### config.mk
export PLATFORM = sky130hd
export DESIGN_NAME = pc_gen_redirect
export DESIGN_NICKNAME = d
export VERILOG_FILES = /design/src/rtl/pc_gen_redirect.sv
export SDC_FILE = /design/constraint.sdc
export NUM_CORES = 1
export LEC_CHECK = 0
export CAP_MARGIN = 40
export CORE_ASPECT_RATIO = 2
export CORE_MARGIN = 10
export CORE_UTILIZATION = 50
export CTS_BUF_LIST = sky130_fd_sc_hd__clkbuf_16
export DETAILED_ROUTE_END_ITERATION = 6
export PLACE_DENSITY_LB_ADDON = 0.3
export SLEW_MARGIN = 10
export SYNTH_ARGS = -nofsm -noshare
export SYNTH_HDL_FRONTEND = slang
export SYNTH_SLANG_ARGS = --single-unit
### constraint.sdc
create_clock -name clk -period 4.8 [get_ports clk]
set_input_delay 0.96 -clock clk [delete_from_list [all_inputs] [get_ports clk]]
set_output_delay 0.96 -clock clk [all_outputs]
set_load 0.005 [all_outputs]
### src/rtl/pc_gen_redirect.sv
// pc_gen_redirect: fetch PC generator with stall hold, branch/flush redirect and buffered redirect
module pc_gen_redirect #(
  parameter int ADDR_W = 32,
  parameter logic [ADDR_W-1:0] RESET_VECTOR = 32'hBFC00000,
  parameter int INST_BYTES = 4,
  parameter int STALL_W = 6
) (
  input  logic              clk,
  input  logic              rst,
  input  logic [STALL_W-1:0] stall,
  input  logic              flush,
  input  logic [ADDR_W-1:0] flush_pc,
  input  logic              branch_flag,
  input  logic [ADDR_W-1:0] branch_target,
  output logic [ADDR_W-1:0] pc,
  output logic              ce,
  output logic              pc_misaligned,
  output logic              redirect_pending
);
  localparam logic [ADDR_W-1:0] STEP = ADDR_W'(INST_BYTES);
  localparam logic [ADDR_W-1:0] MASK = ADDR_W'(INST_BYTES - 1);
  logic [ADDR_W-1:0] pend_target;
  logic unused_stall;
  assign unused_stall = ^stall;
  assign pc_misaligned = ce & |(pc & MASK);
  // PC update: flush > stall (buffer branch) > live branch > buffered branch > sequential
  always_ff @(posedge clk or negedge rst) begin
    if (!rst) begin
      pc <= RESET_VECTOR;
      ce <= 1'b0;
      redirect_pending <= 1'b0;
      pend_target <= '0;
    end else begin
      ce <= 1'b1;
      if (!ce) pc <= RESET_VECTOR;
      else if (flush) begin
        pc <= flush_pc;
        redirect_pending <= 1'b0;
      end else if (stall[0]) begin
        if (branch_flag) begin
          redirect_pending <= 1'b1;
          pend_target <= branch_target;
        end
      end else if (branch_flag) begin
        pc <= branch_target;
        redirect_pending <= 1'b0;
      end else if (redirect_pending) begin
        pc <= pend_target;
        redirect_pending <= 1'b0;
      end else pc <= pc + STEP;
    end
  end
endmodule

==> flow_metrics.env <==
export IMPL_outcome="complete, no violations"
export IMPL_multi_input_comb_area_um2=2210
export IMPL_worstPathArrival_ns=3.68
export IMPL_dieArea_um2=12300
export IMPL_synthXorXnorAreaFrac=0.0327
export IMPL_worstSetupPathType="in -> reg"
export IMPL_drc=0
export IMPL_yosysTopAreaCell="dfrtp_1"
export IMPL_finalClockSkew_ns=0.00684
export IMPL_antenna_left=0
export IMPL_avgRoutedWirePerCell_um=21.1
export IMPL_dr_pass1_iters=5
export IMPL_final_layout_size_suffix_gt1_frac=0.127
export IMPL_leakage_uw=0.00218
export IMPL_rows=46
export IMPL_yosys_area_top_type_share=0.355
export IMPL_hp_class="reg -> reg"
export IMPL_synth_compound_area_share=0.215
export IMPL_synth_seq_cells=66
export IMPL_antenna_found_initial=2
export IMPL_syn_area_um2=4020
export IMPL_drv_cap=0
export IMPL_synth_top_family_by_area="compound AO/OA/AOI/OAI gates"
export IMPL_clk_pin_slew_worst_paths_ns=0.05
export IMPL_regArea_um2=1660
export IMPL_syn_inst=434
export IMPL_max_freq_mhz=288
export IMPL_tritoncts="built"
export IMPL_core_area_um2=7890
export IMPL_setup_viol=0
export IMPL_drv_slew=0
export IMPL_die_h_um=147
export IMPL_critPathLaunchType="input pin"
export IMPL_critPathCaptureType="register"
export IMPL_syn_to_final_growth_pct=33.5
export IMPL_die_width_um=83.4
export IMPL_cts_max_level=3
export IMPL_wl_um=13300
export IMPL_cts_setup_buffers=0
export IMPL_clkPwrFrac=0.351
export IMPL_start_util=0.510
export IMPL_grt_pass1_wl_um=20700
export IMPL_power_share_combinational=0.209
export IMPL_synthMuxAreaShare=0.128
export IMPL_grt_start_max_net_pins=45
export IMPL_critPathRequiredTime_ns=5.01
export IMPL_synthFlopType="dfrtp_1"
export IMPL_synthAdderAreaFrac=0.00311
export IMPL_r2r_slack_ns=2.03
export IMPL_placed_cells=609
export IMPL_cts_buffers=9
export IMPL_cts_num_sinks=66
export IMPL_ys_top_cells_by_area="dfrtp_1 35%, mux2_2 8.7%, dfstp_2 5.9%"
export IMPL_ys_seq_area_frac=0.413
export IMPL_p_int_uw=1170
export IMPL_syn_avg_cell_area_um2=9.27
export IMPL_yosysWarningCount=0
export IMPL_dpl_hpwl_um=9560
export IMPL_synth_edf_count=0
export IMPL_ir_drop_uv=207
export IMPL_critPathMaxFanout=19
export IMPL_clock_path_buffers=2
export IMPL_power_frac_seq=0.440
export IMPL_first_global_vias=4103
export IMPL_io_buffers=103
export IMPL_powerDensity_nw_per_um2=302
export IMPL_worstMarginPinSlew_ns=0.884
export IMPL_async_reset_ff_frac=1.00
export IMPL_stdcell_count=627
export IMPL_hold_violations=0
export IMPL_layout_commonest_cell="clkdlybuf4s50_1"
export IMPL_ioPinCount=109
export IMPL_finalCritPeriodShare=0.722
export IMPL_nets=599
export IMPL_n_fill_cell=629
export IMPL_hold_ws_ns=0.505
export IMPL_vias=4034
export IMPL_worstSkewPairLatency_ns=0.34
export IMPL_syn_num_nets=509
export IMPL_fin_tns_setup_ns=0
export IMPL_mostFrequentLayoutCells="102 x clkdlybuf4s50_1, 57 x dfrtp_1, 45 x nand2_1, 45 x o21ai_0, 31 x mux2_2"
export IMPL_avgViaCountPerCell=6.43
export IMPL_slew_limit_headroom=0.410
export IMPL_rsz0062_at_grt="no"
export IMPL_finalCriticalPeriod_ns=3.47
export IMPL_synth_distinct_cells=51
export IMPL_cts_resized=0
export IMPL_track_usage=0.206
export IMPL_switching_share=0.278
export IMPL_cts_root_buf="clkbuf_16"
export IMPL_drt_iter0_drc=376
export IMPL_yosys_area_share_simple=0.170
export IMPL_hold_buffers=0
export IMPL_gp_congestion=0.858
export IMPL_netSwitchingPower_uw=451
export IMPL_grt_ovfl_total=0
[metrics by stage]
step | setup slack [ns] | power [µW] | area [µm²] | utilization
after global placement | 1.12 | 1040 | 5100 | 0.647
after CTS | 1.40 | 1620 | 5370 | 0.681
after global routing | 1.26 | 1690 | 5370 | 0.681
after floorplan | 2.54 | 878 | 4020 | -
after detailed placement | 1.07 | 1060 | 5110 | 0.648
final | 1.33 | 1620 | 5370 | 0.681
[layout make-up]
class                      count  area share
multi-input combinational    330       0.411
sequential                    66       0.310
timing repair buffer         113       0.206
clock buffer                   9      0.0419
tap                           96      0.0224
clock inverter                 7     0.00536
inverter                       4     0.00280
antenna                        2    0.000932
[synthesized netlist by cell type, drive strengths merged (2+ instances only)]
cell and number:
dfstp 9, mux2i 13, nand4 9, xnor2 6, nor3b 2, clkbuf 24, o311a 2, xor2 9
a22oi 6, a211oi 2, o21ai 45, nand2 45, a221oi 12, a21oi 18, o2bb2ai 3, and2 5
a32oi 2, o211ai 14, or3 2, a32o 2, nor2b 3, a21boi 2, a22o 4, inv 4
nor3 7, o22ai 5, dfrtp 57, and3 6, o221ai 2, o31ai 3, a221o 2, nor2 28
nand2b 2, nand3 22, buf 10, mux2 34, and4 4
[critical path, cell delays in order]
cell and delay [ns]:
clkdlybuf4s50_1 0.45, nor2b_1 0.46, and2_1 0.55, nand2_1 0.49, buf_4 0.42, mux2_1 0.35
[path summary, 6_finish.rpt]
check	start	to	cells after the start
worst min-delay path	pend_target[1]	pend_target[1]	1
worst max register to register	ce	pend_target[12]	5
max in group asynchronous	rst	pc[28]	2
min in group asynchronous	rst	pc[4]	1
worst min register to register	pend_target[1]	pend_target[1]	1
worst max-delay path	flush	pend_target[12]	6
[logic make-up after synthesis]
family,after synthesis
DFF,66
AOI/OAI and AO/OA,130
and+or+nand+nor,136
xor gates and xnor gates,15
muxes,47
adders and majority gates,1
buffers and inverters,38
other,1
[state kept, by name (all words and copies together), names as in the netlist]
signal            count
pc                   32
redirect_pending      1
pend_target          32
ce                    1
[per-layer routing]
layer  global-route usage  up-vias  share of wire
met5                    0        -              0
met4                0.142        0          0.050
met3               0.0476       53          0.065
met2                0.361      233           0.53
met1                0.209     1946           0.35
li1                     -     1802              -
[power groups by stage]
| stage | Combinational, µW | Sequential [µW] | Clock (µW) |
|---|---|---|---|
| finish | 340 | 713 | 569 |
| global route | 369 | 722 | 597 |
| CTS | 340 | 710 | 573 |
| detailed placement | 337 | 719 | 0 |
| global placement | 327 | 713 | 0 |
| floorplan | 177 | 701 | 0 |
(Power assumes the default switching activity.)
